$ cat src/rtl/buzzer_player.sv
// buzzer_player
//   Walks the buzzer music ROM from address 0 and turns each 12-bit note word
//   into a square wave on the buzzer pad.
//   Note word: [11:8] duration in beats, [7:0] half-period in tone ticks
//   (0 = rest). Word 12'h000 ends the song.
//
// Ports
//   clk       system clock
//   rst       asynchronous, active-high reset
//   start     level; begins playback from address 0 when idle
//   stop      level; aborts playback (no done pulse), wins over start
//   loop_en   at end of song restart from address 0 instead of finishing
//   rom_en    ROM read enable, high for the single FETCH cycle
//   rom_addr  ROM read address
//   rom_data  ROM registered output, valid one clock after rom_en
//   buzzer_o  square-wave drive to the buzzer
//   busy      high whenever the sequencer is not idle
//   done      one-cycle pulse on natural end of song
module buzzer_player #(
    parameter int ADDR_WIDTH  = 11,
    parameter int DATA_WIDTH  = 12,
    parameter int TONE_DIV    = 50,
    parameter int BEAT_CYCLES = 5_000_000,
    parameter int GAP_CYCLES  = 500_000
) (
    input  logic                  clk,
    input  logic                  rst,
    input  logic                  start,
    input  logic                  stop,
    input  logic                  loop_en,
    output logic                  rom_en,
    output logic [ADDR_WIDTH-1:0] rom_addr,
    input  logic [DATA_WIDTH-1:0] rom_data,
    output logic                  buzzer_o,
    output logic                  busy,
    output logic                  done
);

    // Counters sized for the largest field values (dur=15, tone=255).
    localparam int DUR_W = $clog2(15 * BEAT_CYCLES + 1);
    localparam int HP_W  = $clog2(255 * TONE_DIV + 1);
    localparam int GAP_W = $clog2(GAP_CYCLES + 1);

    localparam logic [2:0] S_IDLE  = 3'd0;
    localparam logic [2:0] S_FETCH = 3'd1;
    localparam logic [2:0] S_LATCH = 3'd2;
    localparam logic [2:0] S_PLAY  = 3'd3;
    localparam logic [2:0] S_GAP   = 3'd4;

    logic [2:0]            state;
    logic [ADDR_WIDTH-1:0] addr;
    logic [7:0]            tone;
    logic [3:0]            dur;
    logic [DUR_W-1:0]      dur_cnt;
    logic [HP_W-1:0]       hp_cnt;
    logic [GAP_W-1:0]      gap_cnt;

    logic [DUR_W-1:0]      note_len;
    logic [HP_W-1:0]       half_len;
    logic                  at_last;
    logic                  gap_last;
    logic                  word_zero;
    logic                  word_skip;
    logic                  song_end;
    logic                  advance;

    assign rom_en   = (state == S_FETCH);
    assign rom_addr = addr;
    assign busy     = (state != S_IDLE);

    always_comb begin
        note_len  = DUR_W'(dur) * DUR_W'(BEAT_CYCLES);
        half_len  = HP_W'(tone) * HP_W'(TONE_DIV);
        at_last   = (addr == '1);
        gap_last  = (gap_cnt == GAP_W'(GAP_CYCLES - 1));
        word_zero = (rom_data[11:0] == 12'h000);
        // A zero-duration tone is skipped without a gap.
        word_skip = !word_zero && (rom_data[11:8] == 4'd0);
        // The last address never wraps: it ends the song whether it came
        // from a finished gap or from a skipped word.
        song_end  = ((state == S_LATCH) && (word_zero || (word_skip && at_last)))
                 || ((state == S_GAP) && gap_last && at_last);
        advance   = ((state == S_LATCH) && word_skip && !at_last)
                 || ((state == S_GAP) && gap_last && !at_last);
    end

    always_ff @(posedge clk or posedge rst) begin
        if (rst) begin
            state    <= S_IDLE;
            addr     <= '0;
            tone     <= '0;
            dur      <= '0;
            dur_cnt  <= '0;
            hp_cnt   <= '0;
            gap_cnt  <= '0;
            buzzer_o <= 1'b0;
            done     <= 1'b0;
        end else begin
            done <= 1'b0;
            if (stop) begin
                state    <= S_IDLE;
                buzzer_o <= 1'b0;
            end else if (song_end) begin
                addr     <= '0;
                buzzer_o <= 1'b0;
                if (loop_en) begin
                    state <= S_FETCH;
                end else begin
                    state <= S_IDLE;
                    done  <= 1'b1;
                end
            end else if (advance) begin
                addr     <= addr + ADDR_WIDTH'(1);
                buzzer_o <= 1'b0;
                state    <= S_FETCH;
            end else begin
                case (state)
                    S_IDLE: begin
                        buzzer_o <= 1'b0;
                        if (start) begin
                            addr  <= '0;
                            state <= S_FETCH;
                        end
                    end
                    S_FETCH: begin
                        state <= S_LATCH;
                    end
                    S_LATCH: begin
                        tone     <= rom_data[7:0];
                        dur      <= rom_data[11:8];
                        dur_cnt  <= '0;
                        hp_cnt   <= '0;
                        buzzer_o <= 1'b0;
                        state    <= S_PLAY;
                    end
                    S_PLAY: begin
                        if (dur_cnt == note_len - DUR_W'(1)) begin
                            buzzer_o <= 1'b0;
                            gap_cnt  <= '0;
                            state    <= S_GAP;
                        end else begin
                            dur_cnt <= dur_cnt + DUR_W'(1);
                            if (tone == 8'd0) begin
                                buzzer_o <= 1'b0;
                            end else if (hp_cnt == half_len - HP_W'(1)) begin
                                hp_cnt   <= '0;
                                buzzer_o <= ~buzzer_o;
                            end else begin
                                hp_cnt <= hp_cnt + HP_W'(1);
                            end
                        end
                    end
                    S_GAP: begin
                        buzzer_o <= 1'b0;
                        gap_cnt  <= gap_cnt + GAP_W'(1);
                    end
                    default: begin
                        state    <= S_IDLE;
                        buzzer_o <= 1'b0;
                    end
                endcase
            end
        end
    end

endmodule

$ cat config.mk
export PLATFORM = sky130hd
export DESIGN_NAME = buzzer_player
export DESIGN_NICKNAME = d
export VERILOG_FILES = /design/src/rtl/buzzer_player.sv
export SDC_FILE = /design/constraint.sdc
export NUM_CORES = 1
export LEC_CHECK = 0
export CORE_AREA = 5 5 120 122
export DETAILED_ROUTE_END_ITERATION = 8
export DIE_AREA = 0 0 125 127
export PLACE_DENSITY_LB_ADDON = 0.25
export SLEW_MARGIN = 20
export SYNTH_ARGS = -nofsm -noshare
export SYNTH_HDL_FRONTEND = slang
export SYNTH_SLANG_ARGS = --single-unit
$ cat constraint.sdc
create_clock -name clk -period 7 [get_ports clk]
set_clock_uncertainty 0.15 [all_clocks]
set_input_delay 2.1 -clock clk [delete_from_list [all_inputs] [get_ports clk]]
set_output_delay 2.1 -clock clk [all_outputs]
set_load 0.005 [all_outputs]
==> results of run 1 <==
## critical path: cells and delay by family, from the launching register on
kind	cells	cell delay [ns]
AOI/OAI and AO/OA	3	0.95
adders and majority gates	3	1.13
DFF	1	0.64
buffers and inverters	3	0.64
and+or+nand+nor	7	2.64
## sequential cells by signal, indices dropped and copies added (netlist names)
name	cells
buzzer_o	1
rom_addr	11
dur	4
done	1
tone	8
hp_cnt	14
gap_cnt	19
dur_cnt	27
state	3
## layer usage
metal	share of wire, %	vias to the layer above	track usage (%)
li1	-	3341	-
met1	46	3304	31.3
met2	48	184	40.5
met5	0	-	0
met4	2.7	0	8.61
met3	3.7	44	3.26
## report_power, final
group          switching (mW)  internal (mW)  leakage, nW
registers              0.0761          0.542         1.20
clock network           0.213          0.325        0.153
logic                    1.27          0.934         2.41
## through the flow
stage	hold slack, ns	setup WS [ns]	cell area (sq um)	power [mW]	cells
2_1_floorplan	0.321	1.45	7760	2.37	904
3_3_place_gp	0.342	0.989	8130	2.73	1080
3_5_place_dp	0.348	0.831	8130	2.79	1080
4_1_cts	0.389	0.796	8450	3.34	1096
5_1_grt	0.408	0.305	8450	3.64	1096
6_report	0.392	0.697	8450	3.36	1096
## synthesized netlist by cell type (11+ instances only)
master,number
dfrtp_1,88
nand2_1,80
nor2_1,71
ha_1,63
o21ai_0,51
xnor2_1,46
nand3_1,45
inv_1,44
and3_1,35
xor2_1,34
nand4_1,22
clkbuf_1,20
a21oi_1,19
nor3_1,19
o211ai_1,18
or4_1,18
nand2b_1,16
or3_1,16
a221o_1,11
nor4_1,11
## area by class of cell
cell class / instances / area, sq um
fillers: 1113 / 4630
flip-flops and latches: 88 / 2200
clock buffers: 12 / 246
well taps: 176 / 220
inverters: 44 / 168
repair buffers: 37 / 355
multi-input cells: 735 / 5190
clock inverters: 4 / 76.3
## worst max path at each step
stage	start	slack, ns	end
CTS	dur[2]$_DFFE_PP0P_	0.80	dur_cnt[13]$_DFFE_PP0P_
finish	dur[2]$_DFFE_PP0P_	0.70	dur_cnt[13]$_DFFE_PP0P_
global route	dur[2]$_DFFE_PP0P_	0.30	dur_cnt[13]$_DFFE_PP0P_
detailed placement	dur[2]$_DFFE_PP0P_	0.83	dur_cnt[13]$_DFFE_PP0P_
floorplan	dur[2]$_DFFE_PP0P_	1.45	hp_cnt[12]$_DFFE_PP0P_
global placement	dur[2]$_DFFE_PP0P_	0.99	dur_cnt[21]$_DFFE_PP0P_
## logic make-up (layout without fill, tap and decap cells)
| kind of cell | count (synthesis) | count (layout) | synth area share [%] |
|---|---|---|---|
| AO/OA/AOI/OAI | 185 | 185 | 17.3 |
| XOR/XNOR | 83 | 83 | 9.90 |
| adder cells (fa/ha/maj) | 68 | 68 | 11.4 |
| buffers and inverters | 81 | 97 | 4.87 |
| flip-flops | 88 | 88 | 28.4 |
| multiplexers | 4 | 4 | 0.548 |
| AND/OR/NAND/NOR | 395 | 395 | 27.5 |
==> results.yml, run 1 <==
floorplanning:
  fp.coreArea_sq_mm: 0.0131
  boundaryPins: 32
  fp.dieH_um: 127
  die_w_um: 125
  num_rows: 42
  die_area_sq_mm: 0.0159
  start_util_pct: 59.3
critical_path:
  startpoint_type: "flop"
  crit_path_end_kind: "flop"
  worstPathRequired_ns: 7.05
  cp_cell_sequence: "inv_1 > ha_1 > inv_1 > fa_1 > ha_1 > nor2b_1 > or4_1 > and3_1 > a211o_1 > or3_1 > or3_4 > a2111oi_4 > and4_1 > buf_4 > or3_1 > a21oi_1"
  r2r_cells: 16
  worstSetupPathType: "reg -> reg"
  reg2reg_from: "dur[2]$_DFFE_PP0P_"
  rrSetupSlack_ns: 0.70
  cpPeakStageDelay_ns: 0.68
  crit_arrival_ns: 6.35
  r2r-end: "dur_cnt[13]$_DFFE_PP0P_"
  cp_max_fo: 19
  cp_slowest_cell: "and4_1"
synthesis:
  synth_area_leaders: "dfrtp_1 (28%), ha_1 (10%), xnor2_1 (5.2%)"
  ys_ff_latch: 88
  synth_edf_count: 0
  avgSynthCellArea_sq_um: 8.58
  synth_top_cell_area_share_pct: 28.4
  ys_types: 81
  yosys.area.top_type: "dfrtp_1"
  syn_nets: 989
  dominantRegCellSynth: "dfrtp_1"
  yosysWarnings: 0
  yosysSeqAreaShare_pct: 28.4
  async_flop_share_pct: 100
  netlist_area_sq_mm: 0.00776
  syn_inst: 904
timing:
  rsz0062_at_grt: "false"
  drv_slew: 0
  maxSlewHeadroom_pct: 43.0
  setup_viol: 0
  period_needed_ns: 6.30
  fmax_ghz: 0.159
  min_period_over_period_pct: 90.0
  finalSetupTns_ns: 0
  tightest_slew_ns: 0.855
  hold_violations: 0
clock_tree:
  cts_resized: 0
  ctsHtreeMaxLevel: 3
  postCtsSetupBuffers: 0
  clk_latency_ns: 0.35
  root_buffer: "clkbuf_16"
  numCtsBuffers: 9
  cts.sink_count: 88
  clockBufferDepth: 2
  cts_hold_buf: 0
  tritoncts: "built"
  clk_pin_slew_ns: 0.07
drt:
  drc: 0
  firstDrtPassIters: 4
  ant_nets: 0
  wl_per_cell_um: 17.3
  drt-total-wl_um: 18900
  drtIter0Drc: 593
  routed_via_density: 6.27
  vias: 6873
pwr:
  p_per_area_mw_per_mm2: 397
  leakage_nw: 3.76
  ir_worst_vdd_uv: 377
grt:
  grt_max_degree: 59
  grt-ovfl-total: 0
  grt_pass1_wl_um: 31700
  grt.total_usage_pct: 23.8
  grt_pass1_vias: 6662
  antenna_found_initial: 0
place:
  gp_congestion: 0.908
  port_buffers: 31
  dp_hpwl_um: 13700
cells_and_area:
  nets: 1000
  area_delta_synth_final_pct: 8.97
  drive_above_1_share_pct: 6.52
  n_antenna_cell: 0
  final_cell_mix: "dfrtp_1 (88), nand2_1 (80), nor2_1 (70)"
  fin_util_pct: 64.6
  layout_commonest_cell: "dfrtp_1"
hold_path:
  min_path_cells: 1
  hold_path_class: "reg -> reg"
  hold_start: "dur_cnt[0]$_DFFE_PP0P_"
  min_to: "dur_cnt[0]$_DFFE_PP0P_"
outcome:
  status: "finished, final reports clean"
flow_run:
  cap_violations: 0
(Power assumes the default switching activity.)
==> inputs of run 2 (changes only) <==
--- a/config.mk
+++ b/config.mk
@@ -9,6 +9,7 @@
 export DETAILED_ROUTE_END_ITERATION = 8
 export DIE_AREA = 0 0 125 127
 export PLACE_DENSITY_LB_ADDON = 0.25
+export REMOVE_ABC_BUFFERS = 1
 export SLEW_MARGIN = 20
 export SYNTH_ARGS = -nofsm -noshare
 export SYNTH_HDL_FRONTEND = slang
==> results.yml, run 2 (synthesized netlist as in run 1, its figures left out) <==
critical_path:
  worstPathRequired_ns: 7.13
  crit_path_end_kind: "flop"
  crit_arrival_ns: 6.07
  cp_max_fo: 11
  startpoint_type: "flop"
  worstSetupPathType: "reg -> reg"
drt:
  drc: 0
  drt-total-wl_um: 17800
  wl_per_cell_um: 16.2
  firstDrtPassIters: 5
  vias: 6683
  routed_via_density: 6.10
  ant_nets: 0
  drtIter0Drc: 520
pwr:
  power.total_mw: 3.27
  ir_worst_vdd_uv: 398
  p_per_area_mw_per_mm2: 387
  leakage_nw: 3.75
floorplanning:
  die_area_sq_mm: 0.0159
  boundaryPins: 32
  start_util_pct: 59.3
  num_rows: 42
  fp.dieH_um: 127
  fp.coreArea_sq_mm: 0.0131
  die_w_um: 125
cells_and_area:
  largest_register: "dur_cnt"
  drive_above_1_share_pct: 6.74
  reg_top3: "dur_cnt (27), gap_cnt (19), hp_cnt (14)"
  area_delta_synth_final_pct: 8.85
  largest_reg_flops: 27
  fin_util_pct: 64.5
  layout_commonest_cell: "dfrtp_1"
  final_cell_mix: "dfrtp_1 (88), nand2_1 (80), nor2_1 (70)"
  nets: 1000
  n_antenna_cell: 0
timing:
  min_period_over_period_pct: 84.8
  maxSlewHeadroom_pct: 40.6
  setup_viol: 0
  hold_violations: 0
  finalSetupTns_ns: 0
  period_needed_ns: 5.93
  tightest_slew_ns: 0.891
  drv_slew: 0
  fmax_ghz: 0.169
  rsz0062_at_grt: "false"
clock_tree:
  postCtsSetupBuffers: 0
  numCtsBuffers: 9
  clk_latency_ns: 0.35
  ctsHtreeMaxLevel: 3
  clockBufferDepth: 2
  cts_hold_buf: 0
  root_buffer: "clkbuf_16"
  cts.sink_count: 88
  cts_resized: 0
  tritoncts: "built"
  clk_pin_slew_ns: 0.07
place:
  gp_congestion: 0.921
  dp_hpwl_um: 13200
  port_buffers: 31
grt:
  grt_pass1_vias: 6382
  grt_pass1_wl_um: 30500
  grt_max_degree: 50
  grt-ovfl-total: 0
  antenna_found_initial: 0
  grt.total_usage_pct: 22.7
hold_path:
  hold_path_class: "reg -> reg"
flow_run:
  cap_violations: 0
outcome:
  status: "finished, final reports clean"
run 2: path summary, 6_finish.rpt:
check | to | startpoint | cells past startpoint | slack (ns)
worst max-delay path | hp_cnt[0]$_DFFE_PP0P_ | dur[3]$_DFFE_PP0P_ | 14 | 1.07
worst min-delay path | gap_cnt[0]$_DFFE_PP0P_ | gap_cnt[0]$_DFFE_PP0P_ | 1 | 0.37
worst max register to register | hp_cnt[0]$_DFFE_PP0P_ | dur[3]$_DFFE_PP0P_ | 14 | 1.07
worst min register to register | gap_cnt[0]$_DFFE_PP0P_ | gap_cnt[0]$_DFFE_PP0P_ | 1 | 0.37
max in group asynchronous | rom_addr[5]$_DFFE_PP0P_ | rst | 3 | 3.62
min in group asynchronous | gap_cnt[14]$_DFFE_PP0P_ | rst | 2 | 2.06
run 2: layout make-up:
cell class              count  area, sq um
multi-input cells         735         5190
flip-flops and latches     88         2200
inverters                  44          166
well taps                 176          220
repair buffers             37          368
fillers                  1136         4640
clock buffers               9          225
clock inverters             7         77.6
run 2: power breakdown:
part           internal (mW)  switching, mW  total, mW
Clock                  0.280          0.222      0.502
Sequential             0.542         0.0646      0.607
Combinational          0.934           1.23       2.16
Total                   1.76           1.51       3.27
run 2: critical path, cell delays in order (launching register included):
cell and delay (ns):
dfrtp_1 0.57, ha_1 0.31, inv_1 0.10, fa_1 0.43
ha_1 0.35, nor2b_1 0.18, or4_1 0.51, and3_1 0.19
a211o_1 0.39, or3_1 0.49, or3_4 0.43, a2111oi_4 0.50
a31oi_4 0.22, a21oi_1 0.75, mux2_2 0.29
run 2: through the flow:
step	std cells	hold slack, ns	setup slack, ns	cell area [sq um]
final	1096	0.369	1.07	8450
after global routing	1096	0.402	0.764	8450
after CTS	1096	0.361	1.12	8450
after detailed placement	1080	0.362	1.15	8140
after global placement	1080	0.342	1.20	8140
after floorplan	867	0.321	1.05	7550
run 2: layer usage:
layer / vias to the layer above / routed length, um / GRT usage [%]
met5: - / 0 / 0
met4: 0 / 435 / 7.59
met3: 29 / 615 / 3.17
met2: 128 / 8620 / 38.5
met1: 3193 / 8130 / 30.2
li1: 3333 / - / -
